$ cat config.mk
export PLATFORM = sky130hd
export DESIGN_NAME = fsk_zero_cross_demod
export DESIGN_NICKNAME = d
export VERILOG_FILES = /design/src/rtl/fsk_zero_cross_demod.sv
export SDC_FILE = /design/constraint.sdc
export NUM_CORES = 1
export LEC_CHECK = 0
export BUFFER_PORTS_ARGS = -buffer_cell sky130_fd_sc_hd__buf_2
export CELL_PAD_IN_SITES_DETAIL_PLACEMENT = 0
export CELL_PAD_IN_SITES_GLOBAL_PLACEMENT = 1
export CORE_ASPECT_RATIO = 1.75
export CORE_UTILIZATION = 45
export CTS_CLUSTER_DIAMETER = 50
export DETAILED_ROUTE_END_ITERATION = 8
export PLACE_DENSITY = 0.78
export SLEW_MARGIN = 20
export SYNTH_ARGS = -nofsm -noshare
export SYNTH_HDL_FRONTEND = slang
export SYNTH_SLANG_ARGS = --single-unit
export TNS_END_PERCENT = 20
$ cat constraint.sdc
create_clock -name clk -period 5.35 [get_ports clk]
set_input_delay 1.07 -clock clk [delete_from_list [all_inputs] [get_ports clk]]
set_output_delay 1.07 -clock clk [all_outputs]
set_load 0.01 [all_outputs]
$ cat src/rtl/fsk_zero_cross_demod.sv
// FSK demodulator: rising zero crossings (with hysteresis) of a signed sine stream; the sample count between crossings is decoded into symbols.
// Latency: outputs register on the edge that takes the qualifying sample, so a symbol appears 1 clk after its crossing sample.
// Backpressure: none. A valid sample is accepted on every cycle; cycles without sample_valid hold all state.
module fsk_zero_cross_demod #(
  parameter int MAG_WIDTH  = 8,
  parameter int CNT_WIDTH  = 10,
  parameter int THRESHOLD  = 192,
  parameter int MIN_PERIOD = 8,
  parameter int HYST       = 4
) (
  input  logic                        clk,
  input  logic                        rst,
  input  logic                        sample_valid,
  input  logic signed [MAG_WIDTH-1:0] sample,
  output logic                        bit_valid,
  output logic                        bit_out,
  output logic        [CNT_WIDTH-1:0] period_out,
  output logic                        locked,
  output logic                        carrier_lost
);

  typedef enum logic [1:0] {IDLE, MEASURE, TRACK} state_t;

  localparam logic signed [MAG_WIDTH-1:0] HYST_POS = MAG_WIDTH'(HYST);
  localparam logic signed [MAG_WIDTH-1:0] HYST_NEG = MAG_WIDTH'(-HYST);
  localparam logic [CNT_WIDTH-1:0]        CNT_MAX  = '1;
  localparam logic [CNT_WIDTH:0]          MIN_EXT  = (CNT_WIDTH+1)'(MIN_PERIOD);
  localparam logic [CNT_WIDTH:0]          THR_EXT  = (CNT_WIDTH+1)'(THRESHOLD);

  state_t               state;
  logic                 pos;
  logic [CNT_WIDTH-1:0] count;

  logic                 pos_next;
  logic                 rising;
  logic                 cnt_sat;
  logic                 accept;
  logic [CNT_WIDTH:0]   period_ext;

  // Sign tracking with a deadband, plus the crossing/period terms derived from it.
  // period_ext is one bit wider so count+1 cannot wrap before it is compared.
  always_comb begin
    pos_next = pos;
    if (sample >= HYST_POS) begin
      pos_next = 1'b1;
    end else if (sample <= HYST_NEG) begin
      pos_next = 1'b0;
    end
    rising     = ~pos & pos_next;
    cnt_sat    = (count == CNT_MAX);
    period_ext = (CNT_WIDTH+1)'(count) + (CNT_WIDTH+1)'(1);
    accept     = rising && (period_ext >= MIN_EXT);
  end

  // Arm/measure/track state machine with registered symbol outputs.
  // A timeout is checked before a crossing, so it wins when both land on one sample.
  always_ff @(posedge clk or posedge rst) begin
    if (rst) begin
      state        <= IDLE;
      pos          <= 1'b1;
      count        <= '0;
      bit_valid    <= 1'b0;
      bit_out      <= 1'b0;
      period_out   <= '0;
      locked       <= 1'b0;
      carrier_lost <= 1'b0;
    end else begin
      bit_valid <= 1'b0;
      if (sample_valid) begin
        pos <= pos_next;
        case (state)
          IDLE: begin
            count <= '0;
            if (rising) begin
              state <= MEASURE;
            end
          end
          MEASURE, TRACK: begin
            if (cnt_sat) begin
              state        <= IDLE;
              count        <= '0;
              carrier_lost <= 1'b1;
              locked       <= 1'b0;
            end else if (accept) begin
              state        <= TRACK;
              count        <= '0;
              period_out   <= period_ext[CNT_WIDTH-1:0];
              bit_out      <= (period_ext < THR_EXT);
              bit_valid    <= 1'b1;
              carrier_lost <= 1'b0;
              locked       <= 1'b1;
            end else begin
              // Not saturated here, so a plain increment cannot wrap.
              count <= count + 1'b1;
            end
          end
          default: begin
            state <= IDLE;
            count <= '0;
          end
        endcase
      end
    end
  end

endmodule
==> metrics <==
FILL cells=310; Distinct cells, synth=51; cell with the most instances after synthesis=dfrtp_1; violation count after the first detailed-route iteration=42; Synth Flop Type=dfrtp_1; Initial Util=48.03%; post-CTS setup buffers=0; hold path startpoint=carrier_lost; Synth Area per Inst=9.457 um2; residual DRC count=0; largest net degree at the start of global routing=28; Worst-Margin Slew=0.5886 ns; Area growth, synth to finish=11.77%; placed cells=224; CTS tree=built; crit-path cells=ha_1, nand3_1, o211ai_1, a22oi_1, o21ai_1, o221ai_1; Layout Skew=0.003542 ns; CP bufs+invs=0; Post-Syn Area=1541 um2; dpl hpwl=2817 um; via count=1354; Power, Total=0.0005520 W; Nets=200; Largest delay share family, worst path=compound AO/OA/AOI/OAI gates; fin area=about 1700 um2; P_leak=0.7805 nW; I/O Buffers=24; DR pass1 iterations=4; RR Startpoint=count[0]; area of the multi-input gates=774.5 um2; Longest Clk Path Bufs=2; share of total power in the clock network=a little over a fifth; maximum vdd drop=0.0001760 V; Crit Path Category=register to register; Rows=27; sw frac=34.33%; FF+latch count, synth=27; Slew Limit Fails=0; H-tree levels=1; Hold Fails Final Rpt=0; filler-free cell count of the finished design=228; Critical Path Max Stage Delay=0.53 ns; largest cells by area after synthesis=dfrtp_1 42%, a21oi_1 4.2%, a31oi_1 3.2%; internal power=0.0003625 W; Inserted Clock Buffers=3; f_max=377.1 MHz; combinational share of power=29.1%; die width=46.24 um; Startpoint Class=register; clk_lat worst skew=between 0.2 and 0.3 ns; Gate Count Post-Synth=163; CTS Root Cell=clkbuf_8; final WL=3591 um; Clk pin slew, worst setup/hold paths=~0.090 ns; vias per cell=just under 6; Post-synth top cells=26 x dfrtp_1, 13 x a21oi_1, 13 x inv_1, 13 x nand2_1, 9 x o21ai_0; vias in the first global route=1298; Psw=around 0.00019 W; I/O pins=25; Vert. Die Dim=79.43 um; ys async rst share=100.0%; initial antenna violation count=0; post-synthesis sequential area ratio=43.91%; DP Area=roughly 1700 um2; Max Cap Viol=0; worst path arrival time=2.78 ns; syn nets=177; synth warn=0; Yosys top cell area share=42.21%; Total Die Area=around 3700 um2; Post-synth EDFFs=0; post_cts resized=0; Reg power frac=49.8%; post-layout util=53.68%; post-route setup TNS=0 ns; crit path time final=2.652 ns; Diodes inserted=0; DRT antenna net count=0; routability-driven placement congestion ratio=approximately 0.85; core area=between 3000 and 4000 um2; pwr dens=~320 nW/um2; Worst Hold Class=register to register; GRT Overall Usage=between 20% and 30%; global-route wire length before repair=5851 um; share of cells above drive strength 1=22.16%; grt ovf=0; WL/cell=about 16 um; outcome=finished clean; Final Setup Violations=0; area occupied by registers=676.9 um2; period utilisation layout=between 40% and 50%; CP max FO=9; RSZ-0062 raised after global routing=false; CTS Hold Buffers Added=0; CP max stage cell=dfrtp_1; Critical Path RT=5.47 ns; Max-slew headroom=60.76%; kind of end point of the critical path=register; beginning of the critical path=count[0]; Synth area leader=dfrtp_1; CTS sink cnt=27
==> metrics by stage <==
stage          setup slack [ns]  hold slack, ns
3_3_place_gp              2.530          0.4837
4_1_cts                   2.725          0.5164
3_5_place_dp              2.520          0.4939
5_1_grt                   2.517          0.5276
6_report                  2.698          0.5065
2_1_floorplan             2.733          0.4704
==> state kept, by name, indices dropped and copies added (netlist names) <==
register / cells
count: 10
period_out: 10
state: 2
bit_out: 1
bit_valid: 1
carrier_lost: 1
locked: 1
pos: 1
==> path summary, 6_finish.rpt <==
path                                       to  slack, ns  cells past startpoint
worst min-delay path             carrier_lost       0.51                      1
worst min register to register   carrier_lost       0.51                      1
worst max register to register       count[3]       2.70                      6
max in group asynchronous                 pos       4.14                      2
worst max-delay path                 count[3]       2.70                      6
min in group asynchronous       period_out[3]       0.83                      2
==> cell families after synthesis <==
family                   after synthesis  synth area share (%)
adder cells (fa/ha/maj)                3                 2.435
AO/OA/AOI/OAI                         53                 23.70
AND/OR/NAND/NOR                       51                 17.86
buffers and inverters                 20                 5.844
flip-flops                            27                 43.91
multiplexers                           5                 3.977
XOR/XNOR                               4                 2.273
==> routing by layer <==
metal  vias up  track usage, %  wire length, um
li1        645               -                -
met1       655           24.24             1342
met2        48           39.86             2046
met3         6           2.036              139
met4         0           7.059               63
met5         -               0                0
==> final cells by class <==
type,instances,area share [%]
Inverter,14,3.050
Sequential cell,27,39.29
Timing Repair Buffer,24,6.972
Tap cell,43,3.123
Multi-Input combinational cell,116,44.95
Clock buffer,4,2.614
==> power by group through the flow <==
stage / logic [W] / clock network, W / registers (W)
6_report: 0.000161 / 0.000116 / 0.000275
5_1_grt: 0.000183 / 0.000128 / 0.000281
4_1_cts: 0.000163 / 0.000118 / 0.000275
3_5_place_dp: 0.000163 / 0 / 0.000279
3_3_place_gp: 0.000161 / 0 / 0.000278
2_1_floorplan: 0.0000970 / 0 / 0.000284
==> worst reg2reg max path, delay by kind of cell (launching register included) <==
family	cells	cell delay [ns]
compound gates	4	1.33
simple gates	1	0.32
flops	1	0.53
fa+ha+maj	1	0.34
==> cells in the final DEF, fill, tap and decap left out, types with 5 or more instances in the layout <==
cell type  netlist  routed
inv_1           13      12
a21oi_1         13      13
nand2_1         13      13
nor2_1           8       8
buf_2            3      24
nor3_1           6       6
nand3_1          5       5
dfrtp_1         26      26
a31oi_1          8       8
o21ai_0          9       9
No activity file was read; power rests on OpenSTA's default activity.
